--- src/rtl/rr_arbitro_8_pkg.sv ---
// Shared definitions for the 8-way round-robin arbiter: sizes, FSM
// encoding and the cyclic priority scan used to pick a winner.
package rr_arbitro_8_pkg;

    localparam int N_REQ  = 8;
    localparam int IDX_W  = 3;
    localparam int HOLD_W = 8;

    typedef enum logic {
        IDLE    = 1'b0,
        OCUPADO = 1'b1
    } state_t;

    typedef struct packed {
        logic             found;
        logic [IDX_W-1:0] idx;
    } pick_t;

    // Cyclic scan start, start+1, ... (mod N_REQ); the first set bit wins.
    // Iterating from the farthest offset down lets the nearest hit overwrite.
    function automatic pick_t rr_pick(input logic [N_REQ-1:0] req_vec,
                                      input logic [IDX_W-1:0] start);
        pick_t            p;
        logic [IDX_W-1:0] k;
        p = '0;
        for (int i = N_REQ - 1; i >= 0; i--) begin
            k = start + IDX_W'(i);
            if (req_vec[k]) begin
                p.found = 1'b1;
                p.idx   = k;
            end
        end
        return p;
    endfunction

endpackage

--- src/rtl/rr_arbitro_8_cod_onehot.sv ---
// One-hot (8 bit) to binary (3 bit) encoder. Any input that is not exactly
// one-hot, zero included, encodes to 0 so downstream selects never see X.
module cod_onehot_8a3
    import rr_arbitro_8_pkg::*;
(
    input  logic [N_REQ-1:0] onehot,
    output logic [IDX_W-1:0] idx
);

    localparam logic [N_REQ-1:0] ONE = N_REQ'(1);

    logic is_onehot;

    assign is_onehot = (onehot != '0) && ((onehot & (onehot - ONE)) == '0);

    // Output bit gi is the OR of every input bit whose index has bit gi set.
    genvar gi, gj;
    generate
        for (gi = 0; gi < IDX_W; gi++) begin : g_bit
            logic [N_REQ-1:0] sel;
            for (gj = 0; gj < N_REQ; gj++) begin : g_in
                assign sel[gj] = onehot[gj] & (((gj >> gi) & 1) != 0);
            end
            assign idx[gi] = is_onehot & (|sel);
        end
    endgenerate

endmodule

--- src/rtl/rr_arbitro_8.sv ---
// Round-robin arbiter for 8 requesters with a registered one-hot grant,
// optional hold limit (MAX_HOLD, 0 = unlimited) and back-to-back handover.
module rr_arbitro_8
    import rr_arbitro_8_pkg::*;
#(
    parameter int unsigned MAX_HOLD = 16
) (
    input  logic             clk,
    input  logic             rst_n,
    input  logic [N_REQ-1:0] req,
    output logic [N_REQ-1:0] grant,
    output logic [IDX_W-1:0] grant_idx,
    output logic             grant_valid
);

    localparam bit               HOLD_LIMITED = (MAX_HOLD != 0);
    localparam logic [HOLD_W-1:0] HOLD_LAST   = (MAX_HOLD == 0) ? '0 : HOLD_W'(MAX_HOLD - 1);
    localparam logic [HOLD_W-1:0] HOLD_SAT    = '1;
    localparam logic [N_REQ-1:0]  ONE_HOT0    = N_REQ'(1);

    state_t            state_reg;
    logic [IDX_W-1:0]  ptr_reg;
    logic [HOLD_W-1:0] hold_cnt_reg;
    logic [N_REQ-1:0]  grant_reg;

    logic [IDX_W-1:0]  cur_idx;
    logic [N_REQ-1:0]  masked_req;
    logic [IDX_W-1:0]  scan_start;
    logic              is_released;
    pick_t             pick;
    logic [N_REQ-1:0]  pick_onehot;

    cod_onehot_8a3 u_cod (
        .onehot (grant_reg),
        .idx    (cur_idx)
    );

    // Next winner: the current holder is masked out and, while busy, the scan
    // starts just past it, matching where the pointer lands on release.
    always_comb begin
        masked_req  = req & ~grant_reg;
        is_released = ((req & grant_reg) == '0) ||
                      (HOLD_LIMITED && (hold_cnt_reg == HOLD_LAST));
        scan_start  = (state_reg == OCUPADO) ? (cur_idx + IDX_W'(1)) : ptr_reg;
        pick        = rr_pick(masked_req, scan_start);
        pick_onehot = ONE_HOT0 << pick.idx;
    end

    // Arbitration FSM: grant, pointer and hold counter all update here.
    always_ff @(posedge clk) begin
        if (!rst_n) begin
            state_reg    <= IDLE;
            ptr_reg      <= '0;
            hold_cnt_reg <= '0;
            grant_reg    <= '0;
        end else begin
            case (state_reg)
                IDLE: begin
                    if (pick.found) begin
                        grant_reg    <= pick_onehot;
                        hold_cnt_reg <= '0;
                        state_reg    <= OCUPADO;
                    end
                end
                OCUPADO: begin
                    if (is_released) begin
                        ptr_reg      <= cur_idx + IDX_W'(1);
                        hold_cnt_reg <= '0;
                        if (pick.found) begin
                            grant_reg <= pick_onehot;
                        end else begin
                            grant_reg <= '0;
                            state_reg <= IDLE;
                        end
                    end else if (hold_cnt_reg != HOLD_SAT) begin
                        hold_cnt_reg <= hold_cnt_reg + HOLD_W'(1);
                    end
                end
                default: begin
                    state_reg <= IDLE;
                    grant_reg <= '0;
                end
            endcase
        end
    end

    assign grant       = grant_reg;
    assign grant_idx   = cur_idx;
    assign grant_valid = |grant_reg;

endmodule

--- config.mk ---
export PLATFORM = sky130hd
export DESIGN_NAME = rr_arbitro_8
export DESIGN_NICKNAME = d
export VERILOG_FILES = /design/src/rtl/rr_arbitro_8_pkg.sv /design/src/rtl/rr_arbitro_8_cod_onehot.sv /design/src/rtl/rr_arbitro_8.sv
export SDC_FILE = /design/constraint.sdc
export NUM_CORES = 1
export LEC_CHECK = 0
export BUFFER_PORTS_ARGS = -buffer_cell sky130_fd_sc_hd__buf_2
export CORE_UTILIZATION = 60
export CTS_CLUSTER_SIZE = 8
export DETAILED_ROUTE_END_ITERATION = 7
export PLACE_DENSITY = 0.81
export SLEW_MARGIN = 20
export SYNTH_ARGS = -nofsm -noshare
export SYNTH_HDL_FRONTEND = slang
export SYNTH_SLANG_ARGS = --single-unit
--- constraint.sdc ---
create_clock -name clk -period 7.9 [get_ports clk]
set_input_delay 0 -clock clk [delete_from_list [all_inputs] [get_ports clk]]
set_output_delay 0 -clock clk [all_outputs]
set_load 0.01 [all_outputs]
Word level (Yosys, flattened, before mapping)
Cells that the tools add are included.

Bitwise gates (word level): 8. Muxes and demuxes: 36. Order comparisons: 8. Add/subtract/negate cells: 10. Reductions and logical operators: 12. Shift operators: 1. Equality and inequality tests: 5.

Operators by type and width (count): $mux W8 (6); $lt A3 B4 Y1 const B (8); $mux W4 (8); $pmux W8 S2 (2); $and A8 B8 Y8 (3); $bmux W1 S3 (8); $logic_not A8 Y1 (2); $add A3 B3 Y3 const B (4); $reduce_or A4 Y1 (3); $mux W1 (10); $add A8 B1 Y8 const B (1); $eq A8 B4 Y1 const B (1); $ne A8 B8 Y1 const B (1); $not A8 Y8 (1); $reduce_bool A8 Y1 (1); $reduce_or A8 Y1 (1); $shl A1 B3 Y8 const A (1); $sub A8 B1 Y8 const B (1); $add A3 B1 Y3 const B (2); $add A3 B2 Y3 const B (2); $reduce_and A2 Y1 (3); $and A1 B1 Y1 (3); $mux W3 (1); $ne A3 B1 Y1 const B (1); 6 further kinds (6).

Output and inout bits: 12. Bits in registers: 20. Logic and storage cells: 84.

Depth between registers and ports, before layout
Depth in word-level cells: 22. Mapped depth: 22.

By module
Synthesis repeated with hierarchy kept, for this count alone.

Cells, all modules: 248. Area total of the unflattened synthesis: 2082.0 sq um.

By module, submodules not included: rr_arbitro_8 (area an instance 1870.5 sq um, times used 1, cells each 222); cod_onehot_8a3 (area an instance 211.5 sq um, times used 1, cells each 26).

Worst setup path after synthesis
OpenSTA, ideal clock, no wires.

Path type: flip-flop to flip-flop. Start: register grant_reg[2], in the netlist grant[2]. End: register grant_reg[0], in the netlist grant[0]. Stages on the path, launching flop included: 22. Buffers on the path: 4. Setup slack: 2778 ps. Library setup time: 101 ps. Data required time: 7799 ps. Period minus slack after synthesis: 5122 ps. Data arrival time: 5021 ps. Cells stage by stage: dfxtp_1 -> clkbuf_1 -> nor4_4 -> o211a_1 -> o21ai_0 -> o2bb2ai_1 -> nor2b_1 -> ha_1 -> mux2i_1 -> inv_1 -> clkbuf_1 -> ha_1 -> clkbuf_1 -> clkbuf_1 -> mux2_2 -> mux2i_1 -> a221oi_1 -> nor2_1 -> o21ai_0 -> a22oi_1 -> nand2_1 -> o41ai_1.

Word-level cells in the longest chain between the ends: 22. Elaborated cells between the ends (all ways): 55. Classes of those cells: 9 x add/sub; 2 x eq/ne; 1 x shift; 29 x mux; 7 x bitwise; 7 x reduce/logical.

Ends and longest elaborated chain: start, declared (line rr_arbitro_8.sv:24) `logic [N_REQ-1:0] grant_reg;`; start signal, assigned (line rr_arbitro_8.sv:60) `grant_reg <= pick_onehot;`; start signal, assigned (line rr_arbitro_8.sv:70) `grant_reg <= pick_onehot;`; $sub A8 B1 Y8 (line rr_arbitro_8_cod_onehot.sv:14) `assign is_onehot = (onehot != '0) && ((onehot & (onehot - ONE)) == '0);`; $and A8 B8 Y8 (line rr_arbitro_8_cod_onehot.sv:14); $logic_not A8 Y1 (line rr_arbitro_8_cod_onehot.sv:14); $logic_and A1 B1 Y1 (*) (line rr_arbitro_8_cod_onehot.sv:14); $and A1 B1 Y1 (*) (line rr_arbitro_8_cod_onehot.sv:24) `assign idx[gi] = is_onehot & (|sel);`; named net grant_idx[0] (line rr_arbitro_8.sv:12) `output logic [IDX_W-1:0] grant_idx,`; $add A3 B1 Y3 (*) (line rr_arbitro_8.sv:44) `scan_start = (state_reg == OCUPADO) ? (cur_idx + IDX_W'(1)) : ptr_reg;`; $mux W3 (*) (line rr_arbitro_8.sv:44); $add A3 B3 Y3 (line rr_arbitro_8_pkg.sv:27) `k = start + IDX_W'(i);`; $bmux W1 S3 (line rr_arbitro_8_pkg.sv:28) `if (req_vec[k]) begin`; $mux W1 (not written as such) (line rr_arbitro_8_pkg.sv:28); $mux W4 (7 in a row) (line rr_arbitro_8_pkg.sv:28); $mux W4 (*) (line rr_arbitro_8_pkg.sv:28); $shl A1 B3 Y8 (line rr_arbitro_8.sv:46) `pick_onehot = ONE_HOT0 << pick.idx;`; $mux W8 (line rr_arbitro_8.sv:69) `if (pick.found) begin`; $mux W8 (line rr_arbitro_8.sv:66) `if (is_released) begin`; $pmux W8 S2 (line rr_arbitro_8.sv:57) `case (state_reg)`.

The timed path passes the listed nets; every way through them passes the cells marked *. The select of a mux whose other input is x is not followed. A chain may end at the register's enable or synchronous reset.

Worst setup path after layout
Start: register grant_reg[1], in the netlist grant[1]. End: register grant_reg[2], in the netlist grant[2].

Word-level cells in the longest chain between the ends: 22. Elaborated cells between the ends (all ways): 55. Classes of those cells: 9 x add/sub; 2 x eq/ne; 1 x shift; 29 x mux; 7 x bitwise; 7 x reduce/logical.

Ends and longest elaborated chain (line): $sub A8 B1 Y8 (rr_arbitro_8_cod_onehot.sv:14); $and A8 B8 Y8 (rr_arbitro_8_cod_onehot.sv:14); $logic_not A8 Y1 (rr_arbitro_8_cod_onehot.sv:14); $logic_and A1 B1 Y1 (rr_arbitro_8_cod_onehot.sv:14); $and A1 B1 Y1 (rr_arbitro_8_cod_onehot.sv:24); $add A3 B1 Y3 (rr_arbitro_8.sv:44); $mux W3 (rr_arbitro_8.sv:44); $add A3 B3 Y3 (rr_arbitro_8_pkg.sv:27); $bmux W1 S3 (rr_arbitro_8_pkg.sv:28); $mux W1 (not written as such) (rr_arbitro_8_pkg.sv:28); $mux W4 (8 in a row) (rr_arbitro_8_pkg.sv:28); $shl A1 B3 Y8 (rr_arbitro_8.sv:46); $mux W8 (rr_arbitro_8.sv:69); $mux W8 (rr_arbitro_8.sv:66); $pmux W8 S2 (rr_arbitro_8.sv:57).

Parallel ways exist; a longest one is shown, timed or not. The select of a mux whose other input is x is not followed.

==> metrics.txt <==
met2 routed wirelength 3020 µm; Clock Pin Slew Worst Setup and Hold Paths 0.07 ns; Fin. Hold Viols 0; Power Density 421 nW/µm²; worst-margin pin slew 0.796 ns; top_reg_cell synth dfxtp_1; starting density of the core 63.0%; post-route ant nets 0; Layout Cells excl Fill 356; Post-synth EDFFs 0; Met1 Routed Length 2920 µm; sequential area share after synthesis 17.4%; Post CTS Setup Buffer Count 0; Placed Instances 352; Final Critical Period 5.49 ns; max_slew headroom 45.4%; NumNets Final 323; HPWL Detailed 4860 µm; power consumption 1.04 mW; CP arrival 5.65 ns; Critical Path RT 8.07 ns; WL/cell 18.6 µm; critical path's slowest cell ha_1; die height 64.0 µm; fraction of layout cells with a size suffix above 1 16.2%; Mean Syn Cell Area 7.72 µm²; CP delay by family, top compound AO/OA/AOI/OAI gates; CTS tree built; max cap viols 0; Leakage Power 1.03 nW; Worst Path Class, Setup flop to flop; crit-path cells nor4_4 > o211a_1 > o21ai_0 > o2bb2ai_1 > nor2b_1 > ha_1 > mux2i_1 > buf_4 > inv_1 > ha_1 > mux2i_1 > nor2_1 > o211ai_1 > nand2_1 > o311a_1 > o31a_1 > or3_4 > o41ai_2; setup TNS 0 ns; worst hold-check path type primary input to flop; outcome finished clean; VDD IR-drop max 314 µV; CTS Sinks 20; synthesized netlist cell count 299; Post-synth ARST share 0%; initial antenna violation count 0; largest net degree at the start of global routing 21; Worst setup EP type flop; total number of vias 2496; Top Metal Used met4; Post-CTS Resized 0; dpl ws 2.59 ns; CTS buffer count 3; flops & latches, synth 20; Worst Path Max Fanout 18; grt total ovfl 0; first-pass GRT wire length 10800 µm; io pins 22; H-tree depth 1; final-report max-slew violation count 0; CP Launch Type flop; diode count 0; 1st-pass router iterations 6; Fmax 182 MHz; chip width 64.0 µm; Routed WL 6620 µm; clk root buf clkbuf_8; vias in the first global route 2206; mapped cell area 2310 µm²; area delta synth->final 6.62%; Post-CTS Hold Buffers 0; Worst Path Buf+Inv 2; Worst-Skew Late Latency 0.26 ns; Setup-failing EPs final 0; net count after synthesis 313; routed vias/inst 7.01; RSZ-0062 raised after global routing no; Final period util 69.5%; Site Rows 22; slowest stage delay, CP 0.74 ns; Clock Path Buffers 2; Met3 Routed Length 565 µm; gr usage total 33.7%; Worst Skew 0.00762 ns; Synthesis Warnings 0; core area 3660 µm²; synth unique cells 64; Fillers 323; drt drc 0; Die Area 4100 µm²; port bufs 21; starting DRC count in detailed routing 255; worst setup margin 2.41 ns; GPL Wtd Cong 1.03
==> cell type report <==
class	count	area (µm²)	area share, %
inverters	11	43.8	1.78
multi-input cells	251	1770	72.0
well taps	48	60.1	2.44
clock inverters	1	30.0	1.22
flip-flops and latches	20	400	16.3
repair buffers	22	113	4.58
clock buffers	3	41.3	1.68
==> where the power goes <==
| part | leakage (nW) | switching, mW | internal [mW] |
|---|---|---|---|
| clock | 0.0357 | 0.0362 | 0.0677 |
| sequential | 0.162 | 0.0220 | 0.115 |
| combinational | 0.828 | 0.494 | 0.300 |
| total | 1.03 | 0.552 | 0.483 |
==> routing by layer <==
metal  global-route usage [%]  vias up
li1                         -     1170
met4                     10.2        0
met2                     51.5      138
met3                     8.04       15
met1                     46.5     1173
met5                        0        -
==> tightest hold or removal path, cell delays in order <==
cell and delay (ns):
buf_2 0.17, nand3_1 0.10, o41ai_1 0.06
==> cell families after synthesis <==
logic type | count (synthesis) | share of synthesized area [%]
and+or+nand+nor | 112 | 25.3
DFF | 20 | 17.4
muxes | 28 | 14.6
buffers and inverters | 28 | 5.86
xor gates and xnor gates | 7 | 2.98
AOI/OAI and AO/OA | 100 | 31.7
adders and majority gates | 4 | 2.17
==> synthesized netlist by cell type, types with 7 or more instances <==
library cell | number | area, µm²
a21oi_1 | 18 | 90.1
a22oi_1 | 7 | 52.6
clkbuf_1 | 12 | 45.0
dfxtp_1 | 20 | 400
inv_1 | 10 | 37.5
mux2i_1 | 18 | 180
nand2_1 | 19 | 71.3
nand2b_1 | 8 | 50.1
nand3_1 | 15 | 75.1
nor2_1 | 30 | 113
nor3_1 | 8 | 40.0
o211ai_1 | 8 | 60.1
o21ai_0 | 16 | 80.1
o31ai_1 | 7 | 52.6
==> per-stage QoR <==
step	hold slack (ns)	area (µm²)	utilization (%)
2_1_floorplan	0.311	2310	-
3_3_place_gp	0.369	2390	65.2
3_5_place_dp	0.386	2390	65.2
4_1_cts	0.0999	2460	67.2
5_1_grt	0.120	2460	67.2
6_report	0.118	2460	67.2
==> final timing paths <==
path	depth (start not counted)	to	start	slack [ns]
setup / recovery	18	grant[2]$_SDFFE_PN0P_	grant[1]$_SDFFE_PN0P_	2.41
hold / removal	3	grant[0]$_SDFFE_PN0P_	rst_n	0.12
setup reg to reg	18	grant[2]$_SDFFE_PN0P_	grant[1]$_SDFFE_PN0P_	2.41
hold reg to reg	2	hold_cnt_reg[1]$_SDFFE_PN0P_	hold_cnt_reg[1]$_SDFFE_PN0P_	0.49
==> cell usage in the layout (no fill, tap or decap), types with 4 or more instances in the layout <==
cell type,netlist,layout
a211oi_1,6,6
a21oi_1,18,18
a22oi_1,7,7
and3_1,4,4
buf_2,1,21
dfxtp_1,20,20
ha_1,4,4
inv_1,10,10
mux2_2,4,4
mux2i_1,18,18
nand2_1,19,19
nand2b_1,8,8
nand3_1,15,15
nand4_1,5,5
nor2_1,30,30
nor2b_1,6,6
nor3_1,8,8
o211ai_1,8,8
o21a_1,4,4
o21ai_0,16,16
o31ai_1,7,7
xor2_1,5,5
Power figures use the tool's default switching activity.
